**src/rtl/alu_pkg.sv**
```systemverilog
// Shared ALU definitions: widths, operation encodings and the arbiter state type.
// Imported by the alu, execute_alu and alu_arbiter.
package alu_pkg;

  localparam int ALU_DATA_W = 32;
  localparam int ALU_OP_W   = 5;

  typedef enum logic [ALU_OP_W-1:0] {
    ALU_NONE = 5'd0,
    ALU_ADD,
    ALU_SUB,
    ALU_AND,
    ALU_OR,
    ALU_XOR,
    ALU_SLL,
    ALU_SRL,
    ALU_SRA,
    ALU_SLT,
    ALU_SLTU
  } alu_op_e;

  localparam logic [ALU_OP_W-1:0] ALU_OP_ZERO = '0;

  typedef enum logic {
    ARB_IDLE,
    ARB_RESP
  } arb_state_e;

endpackage

```
**src/rtl/alu_arbiter_rr_arbiter.sv**
```systemverilog
// Combinational round-robin picker: the search starts one past the last
// winner and wraps, so every continuously requesting input is served in turn.
module rr_arbiter #(
  parameter int NUM_REQ = 2,
  parameter int IDX_W   = $clog2(NUM_REQ)
) (
  input  logic [NUM_REQ-1:0] req,
  input  logic [IDX_W-1:0]   last_grant,
  input  logic               enable,
  output logic [NUM_REQ-1:0] grant,
  output logic [IDX_W-1:0]   grant_idx
);

  always_comb begin
    logic             found;
    logic [IDX_W-1:0] cand;
    grant     = '0;
    grant_idx = '0;
    found     = 1'b0;
    cand      = '0;
    for (int k = 1; k <= NUM_REQ; k++) begin
      cand = IDX_W'((int'(last_grant) + k) % NUM_REQ);
      if (enable && !found && req[cand]) begin
        grant[cand] = 1'b1;
        grant_idx   = cand;
        found       = 1'b1;
      end
    end
  end

endmodule

```
**src/rtl/alu_arbiter.sv**
```systemverilog
// Shares one combinational ALU between NUM_REQ requesters with a round-robin
// grant and a registered, owner-tagged result that supports one op per cycle.
module alu_arbiter
  import alu_pkg::*;
#(
  parameter int NUM_REQ = 2,
  parameter int DATA_W  = ALU_DATA_W,
  parameter int OP_W    = ALU_OP_W,
  parameter int IDX_W   = $clog2(NUM_REQ)
) (
  input  logic                        clk,
  input  logic                        reset,
  input  logic [NUM_REQ-1:0]          req_valid,
  output logic [NUM_REQ-1:0]          req_ready,
  input  logic [NUM_REQ*(DATA_W+1)-1:0] req_in_a,
  input  logic [NUM_REQ*(DATA_W+1)-1:0] req_in_b,
  input  logic [NUM_REQ*OP_W-1:0]     req_alu_op,
  output logic [NUM_REQ-1:0]          resp_valid,
  input  logic [NUM_REQ-1:0]          resp_ready,
  output logic [DATA_W-1:0]           resp_rd_val,
  output logic                        resp_lt,
  output logic                        resp_ltu,
  output logic                        resp_eq,
  output logic [DATA_W:0]             alu_in_a,
  output logic [DATA_W:0]             alu_in_b,
  output logic [OP_W-1:0]             alu_op,
  input  logic [DATA_W-1:0]           alu_rd_val_out,
  input  logic                        alu_lt,
  input  logic                        alu_ltu,
  input  logic                        alu_eq,
  output logic                        busy
);

  arb_state_e        state_q, state_d;
  logic [IDX_W-1:0]  owner_q, owner_d;
  logic [IDX_W-1:0]  last_grant_q, last_grant_d;
  logic [DATA_W-1:0] rd_val_q, rd_val_d;
  logic              lt_q, lt_d;
  logic              ltu_q, ltu_d;
  logic              eq_q, eq_d;

  logic [NUM_REQ-1:0] grant;
  logic [IDX_W-1:0]   grant_idx;
  logic               grant_valid;
  logic               can_issue;

  // A new op may issue when the result register is empty or is being drained.
  assign can_issue   = (state_q == ARB_IDLE) || resp_ready[owner_q];
  assign grant_valid = |grant;
  assign req_ready   = grant;

  rr_arbiter #(
    .NUM_REQ (NUM_REQ),
    .IDX_W   (IDX_W)
  ) u_rr_arbiter (
    .req        (req_valid),
    .last_grant (last_grant_q),
    .enable     (can_issue && !reset),
    .grant      (grant),
    .grant_idx  (grant_idx)
  );

  always_comb begin
    alu_in_a = '0;
    alu_in_b = '0;
    alu_op   = '0;
    if (grant_valid) begin
      alu_in_a = req_in_a[grant_idx*(DATA_W+1) +: (DATA_W+1)];
      alu_in_b = req_in_b[grant_idx*(DATA_W+1) +: (DATA_W+1)];
      alu_op   = req_alu_op[grant_idx*OP_W +: OP_W];
    end
  end

  always_comb begin
    state_d      = state_q;
    owner_d      = owner_q;
    last_grant_d = last_grant_q;
    rd_val_d     = rd_val_q;
    lt_d         = lt_q;
    ltu_d        = ltu_q;
    eq_d         = eq_q;
    unique case (state_q)
      ARB_IDLE: begin
        if (grant_valid) state_d = ARB_RESP;
      end
      ARB_RESP: begin
        if (resp_ready[owner_q] && !grant_valid) state_d = ARB_IDLE;
      end
      default: state_d = ARB_IDLE;
    endcase
    if (grant_valid) begin
      owner_d      = grant_idx;
      last_grant_d = grant_idx;
      rd_val_d     = alu_rd_val_out;
      lt_d         = alu_lt;
      ltu_d        = alu_ltu;
      eq_d         = alu_eq;
    end
  end

  always_ff @(posedge clk) begin
    if (reset) begin
      state_q      <= ARB_IDLE;
      owner_q      <= '0;
      last_grant_q <= IDX_W'(NUM_REQ - 1);
      rd_val_q     <= '0;
      lt_q         <= 1'b0;
      ltu_q        <= 1'b0;
      eq_q         <= 1'b0;
    end else begin
      state_q      <= state_d;
      owner_q      <= owner_d;
      last_grant_q <= last_grant_d;
      rd_val_q     <= rd_val_d;
      lt_q         <= lt_d;
      ltu_q        <= ltu_d;
      eq_q         <= eq_d;
    end
  end

  always_comb begin
    resp_valid = '0;
    if (state_q == ARB_RESP) resp_valid[owner_q] = 1'b1;
  end

  assign resp_rd_val = rd_val_q;
  assign resp_lt     = lt_q;
  assign resp_ltu    = ltu_q;
  assign resp_eq     = eq_q;
  assign busy        = (state_q == ARB_RESP);

endmodule

```
**config.mk**
```make
export PLATFORM = sky130hd
export DESIGN_NAME = alu_arbiter
export DESIGN_NICKNAME = d
export VERILOG_FILES = /design/src/rtl/alu_pkg.sv /design/src/rtl/alu_arbiter_rr_arbiter.sv /design/src/rtl/alu_arbiter.sv
export SDC_FILE = /design/constraint.sdc
export NUM_CORES = 1
export LEC_CHECK = 0
export ABC_AREA = 1
export ABC_CLOCK_PERIOD_IN_PS = 1600
export CAP_MARGIN = 5
export CORE_AREA = 5 5 112 114
export CTS_CLUSTER_SIZE = 30
export DETAILED_ROUTE_END_ITERATION = 7
export DIE_AREA = 0 0 117 119
export GPL_ROUTABILITY_DRIVEN = 0
export GPL_TIMING_DRIVEN = 0
export PLACE_DENSITY = 0.71
export SLEW_MARGIN = 15
export SYNTH_ARGS = -nofsm -noshare
export SYNTH_HDL_FRONTEND = slang
export SYNTH_SLANG_ARGS = --single-unit
export TNS_END_PERCENT = 50
```
**constraint.sdc**
```tcl
create_clock -name clk -period 1.6 [get_ports clk]
set_input_delay 0.24 -clock clk [delete_from_list [all_inputs] [get_ports clk]]
set_output_delay 0.24 -clock clk [all_outputs]
set_load 0.005 [all_outputs]
```
After elaboration in Yosys (flattened, before gate mapping)
Cells that the tools add are included.
Word-level totals
  memories: 0
  bits of input ports: 183
  memory bits (read-only): 0
  output and inout port bits: 111
  register bits after elaboration: 38
  latch bits: 0
  RAM bits: 0
Operators by class
  mux-type cells: 24
  bitwise gates (word level): 2
  add/sub/neg operators: 2
  magnitude comparators: 6
  divide/modulo/power cells: 0
  multiply operators: 2
  equality and inequality tests: 0
  reduce and logical (&&, ||, !) cells: 13
  shifts and indexed selects: 3
Operators by type and width (number)
  66-bit by 8-bit indexed part select with 33-bit output: 2
  33-bit two-way mux: 2
  1-bit two-way mux: 14
  10-bit by 5-bit indexed part select with 5-bit output: 1
  1-bit logical AND: 8
  1-bit by 6-bit multiplier with 7-bit output (second input constant): 1
  1-bit by 2-bit less-than comparator with 1-bit output (second input constant): 3
  2-bit two-way mux: 3
  5-bit two-way mux: 1
  1-bit by 3-bit multiplier with 4-bit output (second input constant): 1
  1-bit demux with 1-bit select: 3
  1-bit greater-or-equal comparator (second input constant): 3
  1-bit logical NOT: 3
  1-bit adder (second input constant): 2
  2-bit OR: 1
  1-bit case mux with 2 select lines: 1
  2-bit OR reduction: 1
  1-bit logical OR: 1
  1-bit NOT: 1

Depth between registers and ports, before layout
  depth in word-level cells: 15
  mapped depth: 9
  mapped depth without buffers: 7

Modules after synthesis
From an unflattened synthesis, not the netlist that was laid out.
Second synthesis, totals
  cells, all modules: 414
  area total of the unflattened synthesis: 2409.8 sq um
By module, submodules not included
  alu_arbiter: area an instance 2383.5 sq um, sequential area each 760.7 sq um, cells an instance 408, times used 1
  rr_arbiter: area an instance 26.3 sq um, sequential area each 0.0 sq um, cells an instance 6, times used 1

Worst setup path before layout
OpenSTA, ideal clock, no wires.
  path kind: reg-to-output
  from: reg owner_q
  to: out alu_in_b[10]
  cell stages (with the launch flop): 9
  path slack: 0.203 ns
  data required time: 1.360 ns
  buffers on the path: 2
  arrival: 1.157 ns
  cells stage by stage: dfxtp_1 inv_1 nand2_1 nand3_2 nand3_2 buf_4 buf_2 nand2_1 a21boi_1
On the way
  word-level cells in the longest chain between the ends: 13
  elaborated cells on any way between the ends: 18
  those cells by class: mul (1); shift (1); mux (8); bitwise (1); reduce/logical (7)
RTL lines
  start, declared: RTL line alu_arbiter.sv:35  | logic [IDX_W-1:0] owner_q, owner_d;
  start signal, assigned: RTL line alu_arbiter.sv:112  | owner_q <= owner_d;
  1-bit two-way mux (implied by the code) (*) (2 in series): RTL line alu_arbiter.sv:48  | assign can_issue = (state_q == ARB_IDLE) || resp_ready[owner_q];
  1-bit logical OR (*): RTL line alu_arbiter.sv:48
  1-bit logical AND (*): RTL line alu_arbiter.sv:58  | .enable (can_issue && !reset),
  1-bit logical AND: RTL line alu_arbiter_rr_arbiter.sv:23  | if (enable && !found && req[cand]) begin
  1-bit two-way mux: RTL line alu_arbiter_rr_arbiter.sv:23
  1-bit logical NOT: RTL line alu_arbiter_rr_arbiter.sv:23
  1-bit logical AND (2 in series): RTL line alu_arbiter_rr_arbiter.sv:23
  1-bit two-way mux: RTL line alu_arbiter_rr_arbiter.sv:23
  1-bit by 6-bit multiplier with 7-bit output: RTL line alu_arbiter.sv:69  | alu_in_b = req_in_b[grant_idx*(DATA_W+1) +: (DATA_W+1)];
  66-bit by 8-bit indexed part select with 33-bit output: RTL line alu_arbiter.sv:69
  33-bit two-way mux (*): RTL line alu_arbiter.sv:67  | if (grant_valid) begin
  end, declared: RTL line alu_arbiter.sv:25  | output logic [DATA_W:0] alu_in_b,
Mark *: on every way between the ends. The rest lies on a longest branch, timed or not. The select of a mux whose other input is x is not followed.

Worst setup path in the final report
  from: reg owner_q
  to: out alu_in_b[20]
Same word-level chain as after synthesis.

==> impl_metrics.tcl <==
set metrics [dict create \
    status "finished, violations left" \
    violations "negative setup slack" \
    yosysTopAreaCellShare 0.259 \
    avgSynthCellArea_sq_um 6.01 \
    grt-ovfl-total 0 \
    setup_slack_ns -0.372 \
    critPathTopFamily "buffers and inverters" \
    worstHoldPathType "flop to flop" \
    yosysSeqAreaShare 0.259 \
    ir_worst_vdd_uv 562 \
    final_cells 952 \
    avgRoutedWirePerCell_um 17.3 \
    cts_max_level 2 \
    power_frac_seq 0.278 \
    portBuffers 293 \
    antenna_cells 0 \
    layout_min_cycle_time_ns 1.97 \
    grt_pass1_wl_um 23000 \
    finish.utilization 0.585 \
    routed_wl_um 16400 \
    routed_via_density 4.66 \
    rrSetupSlack_ns 0.06 \
    crit_path_max_fanout 6 \
    clk_pin_slew_ns 0.05 \
    grt_max_degree 11 \
    netSwitchingFraction 0.299 \
    timing.rr.start "owner_q$_SDFFE_PP0P_" \
    first_pass_iters 5 \
    final.fill_count 1073 \
    dp_hpwl_um 12800 \
    cpPeakStageDelay_ns 0.37 \
    p_per_area_nw_per_um2 605 \
    fmax_mhz 507 \
    drc_errors 0 \
    clockRootBuffer "clkbuf_16" \
    grt_pass1_vias 4265 \
    clk_path_buf_depth 2 \
    die_y_um 119 \
    pwr-share-comb 0.491 \
    synth_cells 489 \
    crit_buf_inv 5 \
    ant_nets 0 \
    nets 992 \
    ys_warn_count 0 \
    post-place-ws_ns -0.946 \
    crit_cells 10 \
    dieArea_sq_um 13900 \
    fin_skew_ns 0.00239 \
    maxCapViolCount 0 \
    cp-startpoint "owner_q$_SDFFE_PP0P_" \
    cts_made_buffers 5 \
    switching_power_mw 1.20 \
    setup_viol_count_final 73 \
    hold_viol 0 \
    initial_core_util 0.260 \
    first_iter_violations 207 \
    worst_pin_slew_ns 0.429 \
    syn_nets 672 \
    netlist_area_sq_um 2940 \
    layout_commonest_cell "clkdlybuf4s50_1" \
    hold_buffers 0 \
    die_x_um 117 \
    track_usage 0.206 \
    endpoint "alu_in_b[20]" \
    p_leak_nw 3.07 \
    internal-power_mw 2.81 \
    antenna_found_initial 3 \
    io_pins 294 \
    pwr-share-clk 0.231 \
    start_kind "flop" \
    cp_slowest_cell "dfxtp_4" \
    rows 39 \
    timing.rr.end "resp_rd_val[9]$_SDFFE_PP0P_" \
    cp-end-kind "primary output" \
    final_cell_mix "clkdlybuf4s50_1 (214), nand2_1 (163), buf_2 (73)" \
    maxSlewViolCount 0 \
    clock_latency_ns 0.27 \
    synth_area_leaders "dfxtp_1 (26%), nand2_1 (23%), a21boi_1 (18%)" \
    yosys.area.top_type "dfxtp_1" \
    fin_crit_sh 1.23 \
    worstRegToRegCells 11 \
    path_class "flop to primary output" \
    cts_tree "built" \
    post-place-cells 925 \
    crit_path_cell_trace "inv_2, nand2_2, nand3_4, nand3_4, buf_12, nand2_8, buf_6, buf_6, a21boi_2, buf_2" \
    slew_headroom 0.714 \
    rsz0062_at_grt "true" \
    routed-via-count 4435 \
    cts.sinks 38 \
    ys_seq_elements 38 \
    yosysUniqueCellTypes 16 \
    drive_above_1_share 0.256 \
    core-area_sq_um 11300 \
    area_growth_pct 125 \
    crit_arrival_ns 1.73 \
    critPathRequiredTime_ns 1.36 \
]
==> Yosys cell counts <==
library cell  instances
a31oi_1               2
buf_4                12
inv_4                 1
a21boi_0              1
a21boi_1             72
buf_6                 2
nor2_1               36
clkbuf_1              4
nand3_2               3
dfxtp_1              38
inv_1                41
nand2_1             181
a21oi_1              35
buf_2                24
nand2_4               1
nand3_1              36
==> stage by stage <==
step                      hold slack, ns  total power [mW]  instance area, sq um  setup TNS [ns]
after floorplan                    0.309              1.79                  2940               0
after global placement             0.483              2.90                  6050          -69.46
after detailed placement           0.489              2.92                  6050          -73.45
after CTS                          0.527              3.87                  6270          -26.78
after global routing               0.529              4.25                  6620          -28.32
final                              0.519              4.01                  6620          -21.08
==> routing by layer <==
metal  vias up  GRT usage  wire (um)
met5         -          0         40
li1       2189          -          -
met2       186      0.371       8220
met1      2025      0.230       6320
met3        29     0.0624       1460
met4         6     0.0602        404
==> power groups by stage <==
stage / clock, mW / sequential, mW / combinational (mW)
after detailed placement: 0 / 1.13 / 1.79
final: 0.927 / 1.11 / 1.97
after global placement: 0 / 1.13 / 1.77
after CTS: 0.945 / 1.11 / 1.82
after global routing: 0.986 / 1.13 / 2.14
after floorplan: 0 / 1.13 / 0.661
==> state kept, by name, indices dropped and copies added, names as in the netlist <==
register / cells
last_grant_q: 1
busy: 1
owner_q: 1
resp_ltu: 1
resp_eq: 1
resp_rd_val: 32
resp_lt: 1
==> how the worst min path moves through the flow <==
stage	endpoint	cells after the start	slack, ns	startpoint
floorplan	busy$_SDFF_PP0_	1	0.31	reset
global placement	last_grant_q$_SDFFE_PP1P_	2	0.48	last_grant_q$_SDFFE_PP1P_
detailed placement	last_grant_q$_SDFFE_PP1P_	2	0.49	last_grant_q$_SDFFE_PP1P_
CTS	last_grant_q$_SDFFE_PP1P_	2	0.53	last_grant_q$_SDFFE_PP1P_
global route	busy$_SDFF_PP0_	2	0.53	reset
finish	last_grant_q$_SDFFE_PP1P_	2	0.52	last_grant_q$_SDFFE_PP1P_
==> repair_timing <==
item                                    CTS  global route
buffers inserted                          8             2
pin swaps                                 4            26
gates cloned                              1             9
endpoints found under the setup margin   75           106
resized for setup                       318           129
==> worst min-delay path, stage by stage, from the launching register on <==
cell and delay, ns:
dfxtp_2 0.32, inv_1 0.08, a31oi_1 0.08
==> cell families (layout without fill, tap and decap cells) <==
kind of cell | Yosys count | count (layout) | share of synthesized area
flops | 38 | 38 | 0.259
simple gates | 257 | 258 | 0.352
buf+inv | 84 | 403 | 0.139
compound gates | 110 | 110 | 0.250
==> cell type report <==
class / instances / area [sq um] / area share
buffer: 42 / 469 / 0.0709
clock buffer: 7 / 133 / 0.0200
inverter: 42 / 186 / 0.0282
multi-input combinational: 368 / 2020 / 0.305
sequential: 38 / 767 / 0.116
tap: 143 / 179 / 0.0270
timing repair buffer: 312 / 2870 / 0.433
No activity file was read; power rests on OpenSTA's default activity.
